$ cat src/rtl/sifive_reset_sequencer.sv
// rtl/sifive_reset_sequencer.sv - ordered reset release for up to 8 domains
// Waits for PLL lock, debounces it, then releases domains one at a time on ack.
module sifive_reset_sequencer #(
  parameter int DOMAINS     = 4,
  parameter int HOLD_BITS   = 8,
  parameter int ACK_TIMEOUT = 64
) (
  input  logic               clock,
  input  logic               areset_n,
  input  logic               pll_locked,
  input  logic               sw_reset_req,
  input  logic [DOMAINS-1:0] domain_ack,
  output logic [DOMAINS-1:0] reset_out,
  output logic               ready,
  output logic               fault,
  output logic [3:0]         stage
);

  localparam int ACK_BITS = (ACK_TIMEOUT > 1) ? $clog2(ACK_TIMEOUT) : 1;
  localparam int CW       = (HOLD_BITS > ACK_BITS) ? HOLD_BITS : ACK_BITS;
  localparam int IW       = (DOMAINS > 1) ? $clog2(DOMAINS) : 1;

  localparam logic [CW-1:0]      HOLD_LAST = CW'((64'd1 << HOLD_BITS) - 64'd1);
  localparam logic [CW-1:0]      ACK_LAST  = CW'(ACK_TIMEOUT - 1);
  localparam logic [IW-1:0]      IDX_LAST  = IW'(DOMAINS - 1);
  localparam logic [DOMAINS-1:0] ALL_ONES  = '1;

  typedef enum logic [2:0] {
    WAIT_LOCK,
    HOLD,
    RELEASE,
    WAIT_ACK,
    RUN,
    FAULT
  } state_t;

  state_t             state_q, state_d;
  logic [CW-1:0]      cnt_q, cnt_d;
  logic [IW-1:0]      idx_q, idx_d;
  logic [DOMAINS-1:0] reset_out_d;
  logic               ready_d, fault_d;
  logic [3:0]         stage_d;

  logic               lock_meta, lock_s;
  logic [DOMAINS-1:0] ack_meta, ack_s;

  logic [DOMAINS-1:0] idx_mask;
  logic               ack_hit;
  logic               abort;

  assign idx_mask = DOMAINS'(1) << idx_q;
  assign ack_hit  = |(ack_s & idx_mask);
  assign abort    = ~lock_s | sw_reset_req;

  always_ff @(posedge clock or negedge areset_n) begin
    if (!areset_n) begin
      lock_meta <= 1'b0;
      lock_s    <= 1'b0;
      ack_meta  <= '0;
      ack_s     <= '0;
      state_q   <= WAIT_LOCK;
      cnt_q     <= '0;
      idx_q     <= '0;
      reset_out <= ALL_ONES;
      ready     <= 1'b0;
      fault     <= 1'b0;
      stage     <= 4'd0;
    end else begin
      lock_meta <= pll_locked;
      lock_s    <= lock_meta;
      ack_meta  <= domain_ack;
      ack_s     <= ack_meta;
      state_q   <= state_d;
      cnt_q     <= cnt_d;
      idx_q     <= idx_d;
      reset_out <= reset_out_d;
      ready     <= ready_d;
      fault     <= fault_d;
      stage     <= stage_d;
    end
  end

  always_comb begin
    state_d     = state_q;
    cnt_d       = cnt_q;
    idx_d       = idx_q;
    reset_out_d = reset_out;
    ready_d     = ready;
    fault_d     = fault;
    stage_d     = stage;

    case (state_q)
      WAIT_LOCK: begin
        reset_out_d = ALL_ONES;
        ready_d     = 1'b0;
        stage_d     = 4'd0;
        if (lock_s) begin
          state_d = HOLD;
          cnt_d   = '0;
          idx_d   = '0;
        end
      end
      HOLD: begin
        if (abort) begin
          state_d = WAIT_LOCK;
        end else if (cnt_q == HOLD_LAST) begin
          state_d = RELEASE;
        end else begin
          cnt_d = cnt_q + CW'(1);
        end
      end
      RELEASE: begin
        if (!abort) begin
          reset_out_d = reset_out & ~idx_mask;
          stage_d     = 4'(idx_q) + 4'd1;
          cnt_d       = '0;
          state_d     = WAIT_ACK;
        end else begin
          state_d = WAIT_LOCK;
        end
      end
      WAIT_ACK: begin
        if (abort) begin
          state_d = WAIT_LOCK;
        end else if (ack_hit) begin
          if (idx_q == IDX_LAST) begin
            state_d = RUN;
            ready_d = 1'b1;
          end else begin
            idx_d   = idx_q + IW'(1);
            state_d = RELEASE;
          end
        end else if (cnt_q == ACK_LAST) begin
          state_d     = FAULT;
          fault_d     = 1'b1;
          reset_out_d = ALL_ONES;
          ready_d     = 1'b0;
          stage_d     = 4'd0;
        end else begin
          cnt_d = cnt_q + CW'(1);
        end
      end
      RUN: begin
        if (abort) state_d = WAIT_LOCK;
      end
      FAULT: begin
        // Only a software request leaves FAULT; lock loss is deliberately ignored.
        reset_out_d = ALL_ONES;
        fault_d     = 1'b1;
        ready_d     = 1'b0;
        stage_d     = 4'd0;
        if (sw_reset_req) begin
          fault_d = 1'b0;
          state_d = WAIT_LOCK;
        end
      end
      default: state_d = WAIT_LOCK;
    endcase

    // Any abort forces every domain back into reset on the same edge.
    if (state_d == WAIT_LOCK && state_q != WAIT_LOCK && state_q != FAULT) begin
      reset_out_d = ALL_ONES;
      ready_d     = 1'b0;
      stage_d     = 4'd0;
      cnt_d       = '0;
    end
  end

endmodule

$ cat config.mk
export PLATFORM = sky130hd
export DESIGN_NAME = sifive_reset_sequencer
export DESIGN_NICKNAME = d
export VERILOG_FILES = /design/src/rtl/sifive_reset_sequencer.sv
export SDC_FILE = /design/constraint.sdc
export NUM_CORES = 1
export LEC_CHECK = 0
export ABC_AREA = 1
export BUFFER_PORTS_ARGS = -buffer_cell sky130_fd_sc_hd__buf_2
export CAP_MARGIN = 20
export CELL_PAD_IN_SITES_DETAIL_PLACEMENT = 1
export CELL_PAD_IN_SITES_GLOBAL_PLACEMENT = 2
export CORE_ASPECT_RATIO = 1.5
export CORE_UTILIZATION = 39
export CTS_BUF_LIST = sky130_fd_sc_hd__clkbuf_8
export DETAILED_ROUTE_END_ITERATION = 8
export PLACE_DENSITY_LB_ADDON = 0.1
export SYNTH_ARGS = -nofsm -noshare
export SYNTH_HDL_FRONTEND = slang
export SYNTH_SLANG_ARGS = --single-unit
$ cat constraint.sdc
create_clock -name clock -period 4.7 [get_ports clock]
set_input_delay 1.175 -clock clock [delete_from_list [all_inputs] [get_ports clock]]
set_output_delay 1.175 -clock clock [all_outputs]
set_load 0.02 [all_outputs]
Word-level counts from Yosys, hierarchy flattened
Index checks and enable logic that the tools add are counted.
{"block": "totals", "register_bits": 33, "output_inout_bits": 10}
{"block": "op_classes", "n_bitwise": 5, "reduce_logical": 17, "eq_ne": 25, "n_addsub": 3, "n_shift": 1, "mux": 48}
{"operator": "2-to-1 mux 8 bit", "count": 8}
{"operator": "2-to-1 mux 4 bit", "count": 10}
{"operator": "case mux 8 bit (4 select lines)", "count": 1}
{"operator": "2-to-1 mux 3 bit", "count": 9}
{"operator": "!= test 3 bit, second input constant", "count": 9}
{"operator": "case mux 4 bit (3 select lines)", "count": 2}
{"operator": "case mux 3 bit (6 select lines)", "count": 1}
{"operator": "!= test 2 bit, second input constant", "count": 6}
{"operator": "2-to-1 mux 2 bit", "count": 5}
{"operator": "AND reduction 5 bit", "count": 2}
{"operator": "2-to-1 mux 1 bit", "count": 9}
{"operator": "adder 8 x 1 -> 8 bit, second input constant", "count": 1}
{"operator": "AND 4 bit", "count": 2}
{"operator": "equality test 8 x 6 -> 1 bit, second input constant", "count": 1}
{"operator": "equality test 8 bit, second input constant", "count": 1}
{"operator": "!= test 4 bit, second input constant", "count": 2}
{"operator": "AND reduction 4 bit", "count": 2}
{"operator": "AND reduction 8 bit", "count": 1}
{"operator": "equality test 3 x 2 -> 1 bit, second input constant", "count": 2}
{"operator": "equality test 3 bit, second input constant", "count": 2}
{"operator": "logical NOT 3 bit", "count": 2}
{"operator": "nonzero test 3 bit", "count": 2}
{"operator": "nonzero test 5 bit", "count": 1}
{"operator": "NOT 4 bit", "count": 1}
{"operator": "14 further kinds", "count": 17}

Longest topological paths before layout
{"block": "logic_depth", "depth_word": 11, "depth_mapped": 15}

Worst setup path before layout
OpenSTA, ideal clock, no wires.
{"block": "synth_path", "path_kind": "in2reg", "start": "input sw_reset_req", "end": "register cnt_q[0]", "cell_stages": 8, "required_time_ps": 4579, "path_buffers": 0, "path_slack_ps": 2445, "arrival_time_ps": 2134, "cell_sequence": "nor2_2 -> nand4_1 -> nand2_2 -> nor2_2 -> nand3_4 -> nand2_2 -> nand3_1 -> o21ai_1"}
{"block": "synth_via", "elab_chain_len": 8, "elab_cells_between_ends": 20}
{"item": "start, declared", "line_no": "11", "source": "input logic sw_reset_req,"}
{"item": "bitwise OR 1 bit", "line_no": "53", "source": "assign abort = ~lock_s | sw_reset_req;"}
{"item": "2-to-1 mux 3 bit (on tied branches)", "line_no": "144, 104, 123"}
{"item": "case mux 3 bit (6 select lines) *", "line_no": "92", "source": "case (state_q)"}
{"item": "named net state_d[2]", "line_no": "37", "source": "state_t state_q, state_d;"}
{"item": "logical NOT 3 bit *", "line_no": "161", "source": "if (state_d == WAIT_LOCK && state_q != WAIT_LOCK && state_q != FAULT) begin"}
{"item": "logical AND 1 bit * (2 in a row)", "line_no": "161"}
{"item": "!= test 3 bit (no line) or nonzero test 5 bit (tied branches)"}
{"item": "AND reduction 8 bit (no line)"}
{"item": "end signal, assigned", "line_no": "74", "source": "cnt_q <= cnt_d;"}
{"item": "end, declared", "line_no": "38", "source": "logic [CW-1:0] cnt_q, cnt_d;"}
The timed path passes the listed nets; every way through them passes the cells marked *.
A chain may end at the register's enable or synchronous reset.

Final worst setup path
{"block": "layout_path", "start": "input sw_reset_req", "end": "register cnt_q[2]"}
Same word-level chain as after synthesis.

==> results.ini <==
[synth]
syn_inst=222
ys_ff_latch=32
yosysTopAreaCellShare=0.382
postSynthAreaPerCell_sq_um=8.27
ys_top_cells_by_area=dfrtp_1 (38%), nand2_1 (10%), dfstp_2 (5.7%), inv_1 (5.7%), nand3_1 (4.6%)
ys_seq_area_frac=0.439
synth_nets=235
yosys.area.top_type=dfrtp_1
netlist_area_sq_mm=0.00184
yosysWarnings=0
synthDistinctLibCells=30

[global_routing]
grtUsageMet2=0.368
use_met1=0.223
antenna_found_initial=0
grt.total_usage=0.201
grt_pass1_wl_um=7590
overflow=0
grt_pass1_vias=1652
use_met3=0.0377
busiest_layer=met2
grt_max_degree=33

[sta]
slew_viol_final=0
setup_tns_ns=0
worstMarginPinSlew_ns=0.704
finalSetupViolCount=0
post-route-period-util=0.512
rsz0062_at_grt=false
hold_viol_final=0
max_slew_margin=0.531
fin_skew_ns=0.00437
fmax_ghz=0.415
period_needed_ns=2.41

[routing]
drt_pass1_iterations=7
drtIter0Drc=36
wirelength_um=4290
vias=1499
post-route-drc-count=2
antenna_left=0
viasPerCell=5.13
avgRoutedWirePerCell_um=14.7

[finish]
final_common_cell=nand2_1
drive_above_1_share=0.230
fill_cells=581
syn_to_final_growth_pct=11.7
fin_util=0.455
layout_common_cells=nand2_1 (50), inv_1 (28), dfrtp_1 (28)
n_antenna_cell=0
final_nets=256

[critical_path]
worst-path-buf-inv=1
path_max_fanout=13
worstSetupStartpointType=primary input
end_kind=flop
cp.arrival_ns=2.59
worstPathCellList=buf_2, nor2_2, nand4_1, nand2_2, nor2_2, nand3_4, nand2_2, nand3_1, o21ai_1
crit_path_max_incr_delay_ns=0.36
worst_path_max_delay_cell=nor2_2
cp.required_ns=4.88
path_delay_family=simple AND/OR/NAND/NOR gates
crit_type=in -> reg

[clocking]
postCtsSetupBuffers=0
tritoncts=built
cts.sinks=32
cts.htree.levels=2
numCtsBuffers=5
clk_latency_ns=0.29
cts.path.max_buffers=2
cts-resized-gates=0
root_buffer=clkbuf_8
hold_buffers=0
clkTransAtPathRegs_ns=0.07

[floorplan]
die_h_um=86.0
die_area_sq_mm=0.00499
start_util=0.407
die_width_um=58.0
coreArea_sq_mm=0.00450
rows=30
io_pins=18

[placement]
gp_congestion=0.859
io_buffers=16
dp_hpwl_um=3320

[power]
max-vdd-ir-drop_v=0.000180
pwr_density_cell_mw_per_mm2=337
power_leakage_uw=0.00100

[outcome]
violations=DRC
status=finished with violations

[hold_path]
min_path_type=reg -> reg

[flow_run]
maxCapViolations=0

[state kept, by name, indices dropped and copies added, names as in the netlist]
signal     flops
cnt_q          8
ack_meta       4
ack_s          4
reset_out      4
stage          3
state_q        3
idx_q          2
fault          1
lock_meta      1
lock_s         1
ready          1
[area by class of cell]
cell class                 instances  area (sq um)  share of cell area
inverter                          33           126              0.0617
clock buffer                       5          68.8              0.0336
multi-input combinational        155           885               0.432
clock inverter                     3          23.8              0.0116
timing repair buffer              16          80.1              0.0391
tap                               48          60.1              0.0293
sequential                        32           806               0.393
[power by group]
group	leakage, uW	internal, uW	switching [uW]
Combinational	0.000566	45.9	98.5
Clock	0.0000404	105	120
Sequential	0.000398	304	16.4
[synth_stat cells]
cell / number
nand2_4: 2
o21ai_0: 8
o21bai_1: 1
nor3_1: 4
a21oi_1: 8
nor2_4: 3
inv_1: 28
nand4_1: 2
nand3_1: 17
o21ai_1: 9
nand3_4: 3
inv_2: 4
a211oi_1: 1
dfrtp_1: 28
xor2_1: 5
nor3_2: 1
ha_1: 5
inv_4: 1
dfstp_2: 4
o22ai_4: 1
o2111ai_1: 3
buf_6: 1
nand2_2: 7
nor2_2: 5
o221ai_1: 1
conb_1: 1
nor2_1: 17
a21oi_4: 1
nand2_1: 50
buf_4: 1
[metal layers]
layer	share of wire	vias to the layer above	routed length, um
li1	-	755	-
met1	0.43	721	1830
met2	0.53	15	2290
met3	0.019	8	83
met4	0.019	0	82
met5	0	-	0
[metrics by stage]
step,area (sq um),cells,power [uW],hold slack (ns),setup WS (ns)
finish,2050,292,690,0.353,2.29
global route,2050,292,730,0.363,2.05
CTS,2050,292,699,0.354,2.27
detailed placement,1960,284,473,0.336,1.99
global placement,1960,284,468,0.332,2.06
floorplan,1840,222,429,0.331,2.44
[path summary, 6_finish.rpt]
| check | from | to | slack, ns | cells after the start |
|---|---|---|---|---|
| setup / recovery | sw_reset_req | cnt_q[2] | 2.29 | 9 |
| hold / removal | ack_meta[3] | ack_s[3] | 0.35 | 0 |
| setup reg to reg | idx_q[0] | cnt_q[2] | 2.34 | 13 |
| hold reg to reg | ack_meta[3] | ack_s[3] | 0.35 | 0 |
| max in group asynchronous | areset_n | idx_q[0] | 3.33 | 1 |
| min in group asynchronous | areset_n | stage[2] | 0.92 | 1 |
[logic make-up (layout without fill, tap and decap cells)]
| logic type | count (synthesis) | in the layout | share of synthesized area |
|---|---|---|---|
| AOI/OAI and AO/OA | 33 | 33 | 0.115 |
| adders and majority gates | 5 | 5 | 0.0341 |
| DFF | 32 | 32 | 0.439 |
| other | 1 | 1 | 0.00204 |
| buffers and inverters | 35 | 57 | 0.0791 |
| and+or+nand+nor | 111 | 111 | 0.307 |
| xor gates and xnor gates | 5 | 5 | 0.0239 |
No activity file was read; power rests on OpenSTA's default activity.
